--- src/rtl/icache_dn_responder.sv ---
// Fixed-latency, strictly in-order downstream responder for icache line fills.
// Echoes the request fields; the response data is the request address zero-extended.
module icache_dn_responder #(
    parameter int unsigned DEPTH          = 8,
    parameter int unsigned RSP_LATENCY    = 20,
    parameter int unsigned ADDR_WIDTH     = 32,
    parameter int unsigned DATA_WIDTH     = 256,
    parameter int unsigned OPCODE_WIDTH   = 4,
    parameter int unsigned TXNID_WIDTH    = 5,
    parameter int unsigned ENTRY_ID_WIDTH = 3
) (
    input  logic                      clk,
    input  logic                      rst,
    input  logic                      txreq_vld,
    output logic                      txreq_rdy,
    input  logic [ADDR_WIDTH-1:0]     txreq_addr,
    input  logic [OPCODE_WIDTH-1:0]   txreq_opcode,
    input  logic [TXNID_WIDTH-1:0]    txreq_txnid,
    input  logic [ENTRY_ID_WIDTH-1:0] txreq_entry_id,
    output logic                      rxdat_vld,
    input  logic                      rxdat_rdy,
    output logic [OPCODE_WIDTH-1:0]   rxdat_opcode,
    output logic [TXNID_WIDTH-1:0]    rxdat_txnid,
    output logic [DATA_WIDTH-1:0]     rxdat_data,
    output logic [ENTRY_ID_WIDTH-1:0] rxdat_entry_idx,
    output logic [$clog2(DEPTH):0]    outstanding
);

    localparam int unsigned IDX_W = $clog2(DEPTH);
    localparam int unsigned PTR_W = IDX_W + 1;
    localparam logic [7:0]  AGE_MAX = 8'(RSP_LATENCY);
    localparam logic [7:0]  AGE_RDY = 8'(RSP_LATENCY - 1);

    logic [ADDR_WIDTH-1:0]     r_addr     [DEPTH];
    logic [OPCODE_WIDTH-1:0]   r_opcode   [DEPTH];
    logic [TXNID_WIDTH-1:0]    r_txnid    [DEPTH];
    logic [ENTRY_ID_WIDTH-1:0] r_entry_id [DEPTH];
    logic [7:0]                r_age      [DEPTH];
    logic [PTR_W-1:0]          r_wr_ptr;
    logic [PTR_W-1:0]          r_rd_ptr;

    logic [IDX_W-1:0] w_wr_idx;
    logic [IDX_W-1:0] w_rd_idx;
    logic [PTR_W-1:0] w_count;
    logic             w_full;
    logic             w_empty;
    logic             w_push;
    logic             w_pop;
    logic [DEPTH-1:0] w_occupied;

    assign w_wr_idx = r_wr_ptr[IDX_W-1:0];
    assign w_rd_idx = r_rd_ptr[IDX_W-1:0];
    assign w_count  = r_wr_ptr - r_rd_ptr;
    assign w_full   = (w_count == PTR_W'(DEPTH));
    assign w_empty  = (w_count == '0);
    assign w_push   = txreq_vld && !w_full;
    assign w_pop    = rxdat_vld && rxdat_rdy;

    // An entry is live when its distance from the read index is below the fill count.
    always_comb begin
        logic [IDX_W-1:0] w_off;
        w_off      = '0;
        w_occupied = '0;
        for (int i = 0; i < DEPTH; i++) begin
            w_off         = IDX_W'(i) - w_rd_idx;
            w_occupied[i] = (PTR_W'(w_off) < w_count);
        end
    end

    always_ff @(posedge clk or posedge rst) begin
        if (rst) begin
            r_wr_ptr <= '0;
            r_rd_ptr <= '0;
            for (int i = 0; i < DEPTH; i++) begin
                r_addr[i]     <= '0;
                r_opcode[i]   <= '0;
                r_txnid[i]    <= '0;
                r_entry_id[i] <= '0;
                r_age[i]      <= '0;
            end
        end else begin
            for (int i = 0; i < DEPTH; i++) begin
                if (w_occupied[i] && (r_age[i] < AGE_MAX)) begin
                    r_age[i] <= r_age[i] + 8'd1;
                end
            end
            // The write slot is never occupied (no push when full), so this cannot clash.
            if (w_push) begin
                r_addr[w_wr_idx]     <= txreq_addr;
                r_opcode[w_wr_idx]   <= txreq_opcode;
                r_txnid[w_wr_idx]    <= txreq_txnid;
                r_entry_id[w_wr_idx] <= txreq_entry_id;
                r_age[w_wr_idx]      <= '0;
                r_wr_ptr             <= r_wr_ptr + PTR_W'(1);
            end
            if (w_pop) begin
                r_rd_ptr <= r_rd_ptr + PTR_W'(1);
            end
        end
    end

    assign txreq_rdy       = !w_full;
    assign rxdat_vld       = !w_empty && (r_age[w_rd_idx] >= AGE_RDY);
    assign rxdat_opcode    = r_opcode[w_rd_idx];
    assign rxdat_txnid     = r_txnid[w_rd_idx];
    assign rxdat_entry_idx = r_entry_id[w_rd_idx];
    assign rxdat_data      = DATA_WIDTH'(r_addr[w_rd_idx]);
    assign outstanding     = w_count;

endmodule

--- config.mk ---
export PLATFORM = sky130hd
export DESIGN_NAME = icache_dn_responder
export DESIGN_NICKNAME = d
export VERILOG_FILES = /design/src/rtl/icache_dn_responder.sv
export SDC_FILE = /design/constraint.sdc
export NUM_CORES = 1
export LEC_CHECK = 0
export CORE_AREA = 4 4 229 231
export CTS_CLUSTER_SIZE = 30
export DETAILED_ROUTE_END_ITERATION = 8
export DIE_AREA = 0 0 233 235
export PLACE_DENSITY = 0.63
export SLEW_MARGIN = 40
export SYNTH_ARGS = -nofsm -noshare
export SYNTH_HDL_FRONTEND = slang
export SYNTH_SLANG_ARGS = --single-unit
--- constraint.sdc ---
create_clock -name clk -period 40.4 [get_ports clk]
set_input_delay 12.12 -clock clk [delete_from_list [all_inputs] [get_ports clk]]
set_output_delay 12.12 -clock clk [all_outputs]
set_load 0.01 [all_outputs]
==> flow_summary.ini <==
[synth]
ys_seq_elements = 424
synth_warnings = 0
synth-edff-count = 0
ys.flop_type = dfrtp_1
synth_top_cell_by_area = dfrtp_1
async_flop_share_pct = 100
synth_area_um2 = 21500
synth_top_cells_by_area = dfrtp_1 (49%), mux2_2 (15%), mux4_2 (9.2%)
ys_seq_area_share_pct = 49.3
ys_types = 55
synth.top_cell.area_share_pct = 49.3
syn_area_per_cell_um2 = 13.4
syn_inst = 1604

[floorplan]
rows = 82
die_area_um2 = 54800
fp.dieH_um = 235
start_util_pct = 43.0
core_um2 = 50100
ioPinCount = 322
die_width_um = 233

[sta]
final.period_utilization_pct = 40.8
hold_viol_final = 0
max_slew.worst_pin.slew_ps = 867
period_needed_ps = 16470
timing.fmax_mhz = 60.7
skew_ps = 17.6
holdWs_ps = 490
setup_viol_count_final = 0
slew_viol_final = 0
setup_tns_ps = 0
rsz0062_at_grt = no
slew_headroom_pct = 41.9

[layout]
post-route-util_pct = 47.7
layout-drive-gt1-share_pct = 32.4
nets = 1763
syn2layout_area_growth_pct = 11.0
final_cells = 2394
antenna_cells = 0
final_cell_mix = dfrtp_1 (421), mux2_2 (279), conb_1 (224)
final_common_cell = dfrtp_1

[clock_tree]
htreeDepth = 2
numCtsBuffers = 45
clk_pin_slew_ps = 60
postCtsHoldBufs = 0
insertion_delay_ps = 550
post-cts-setup-buffers = 0
cts_tree = yes
clock_tree.buffer_depth = 3
clock-root-buffer = clkbuf_16
clock-sinks = 424
cts_resized = 0

[power]
power.density_nw_per_um2 = 92.4
power.leakage_nw = 10.8
ir_drop_mv = 0.0387

[placement]
dp.cells = 2314
hpwl_mm = 26.6
finalWeightedCongestion = 0.777
io_buffers = 97

[detailed_routing]
drtPass1Iterations = 5
routedWlPerCell_um = 19.1
initialDrtViolationCount = 720
ant_nets = 0
num_vias = 12200
drc = 0
wirelength_mm = 45.7
viasPerCell = 5.09

[grt]
grt_antenna_before_repair = 5
grt_pass1_vias = 12500
grt_pass1_wl_mm = 72.8
grtUsageTotal_pct = 16.6
grt_max_degree = 163
grt-ovfl-total = 0

[min_path]
whs_path_depth = 1
hold_path_class = flip-flop to flip-flop

[worst_setup_path]
crit_fanout = 52
worstPathArrival_ps = 4350
ff2ff_path_depth = 12
path_class = flip-flop to output pin
critPathCaptureType = output pin
start_kind = flip-flop
required_ps = 28280

[run]
maxCapViolCount = 0

[run_status]
status = complete, no violations
## cell type report
class | count | area, um^2
timing repair buffer | 121 | 1300
fill | 4416 | 26200
clock buffer | 63 | 1330
sequential | 424 | 10600
clock inverter | 14 | 136
multi-input combinational | 1080 | 9590
tap | 672 | 841
inverter | 20 | 87.6
## critical path: stages, from the launching register on
cell             delay, ps
dfrtp_2                400
buf_6                  270
inv_2                   90
buf_4                  630
ha_1                   420
o21a_1                 130
or3_1                  560
a32oi_1                440
and2_1                 200
clkdlybuf4s50_1        600
## worst paths after layout
| path | startpoint | endpoint | slack (ps) |
|---|---|---|---|
| setup reg to reg | r_rd_ptr[2] | r_addr[105] | 36150 |
| setup / recovery | r_rd_ptr[2] | rxdat_vld | 23930 |
| max in group asynchronous | rst | r_rd_ptr[0] | 26280 |
| hold / removal | r_addr[9] | r_addr[9] | 490 |
| min in group asynchronous | rst | r_addr[56] | 12030 |
| hold reg to reg | r_addr[9] | r_addr[9] | 490 |
## flip-flops by register name, indices dropped and copies added, names as in the netlist
register,count
r_age,64
r_txnid,40
r_rd_ptr,4
r_addr,256
r_entry_id,24
r_wr_ptr,4
r_opcode,32
## stage by stage
| step | worst slack, ps | instance area, um^2 | total power [W] |
|---|---|---|---|
| after floorplan | 16480 | 22400 | 0.00150 |
| after global placement | 24470 | 22200 | 0.00177 |
| after detailed placement | 24430 | 22400 | 0.00181 |
| after CTS | 23830 | 23800 | 0.00223 |
| after global routing | 23780 | 23900 | 0.00236 |
| final | 23930 | 23900 | 0.00221 |
## Yosys cell counts, types with 11 or more instances
library cell / instances
dfrtp_1: 424
mux2_2: 279
buf_4: 224
nand2_1: 151
mux4_2: 88
mux2_4: 71
buf_2: 35
a21oi_1: 22
ha_1: 22
o21ai_0: 22
clkbuf_1: 20
inv_1: 20
nor2_1: 20
nand3_1: 19
and2_1: 14
xnor2_1: 14
buf_6: 13
nor2b_1: 13
buf_1: 11
## kinds of logic (layout without fill, tap and decap cells)
family / count (synthesis) / in the layout / share of synthesized area (%)
compound gates: 91 / 91 / 2.78
xor+xnor: 18 / 18 / 0.767
flops: 424 / 424 / 49.3
buf+inv: 323 / 218 / 10.2
fa+ha+maj: 27 / 27 / 1.56
other cells: 1 / 224 / 0.0174
simple gates: 273 / 273 / 6.19
mux: 447 / 447 / 29.2
## where the power goes
| group | leakage (nW) | total (W) | internal, W | switching, W |
|---|---|---|---|---|
| Combinational | 4.96 | 0.00104 | 0.000572 | 0.000470 |
| Sequential | 5.16 | 0.000759 | 0.000632 | 0.000127 |
| Clock | 0.721 | 0.000406 | 0.000241 | 0.000165 |
## per-layer routing
metal,vias to the layer above,GRT usage (%),part of all wire (%)
met4,10,4.06,2.1
met3,70,3.05,5.3
li1,5409,-,-
met1,6393,23.9,46
met2,312,26.1,47
met5,-,0,0.16
No activity file was read; power rests on OpenSTA's default activity.
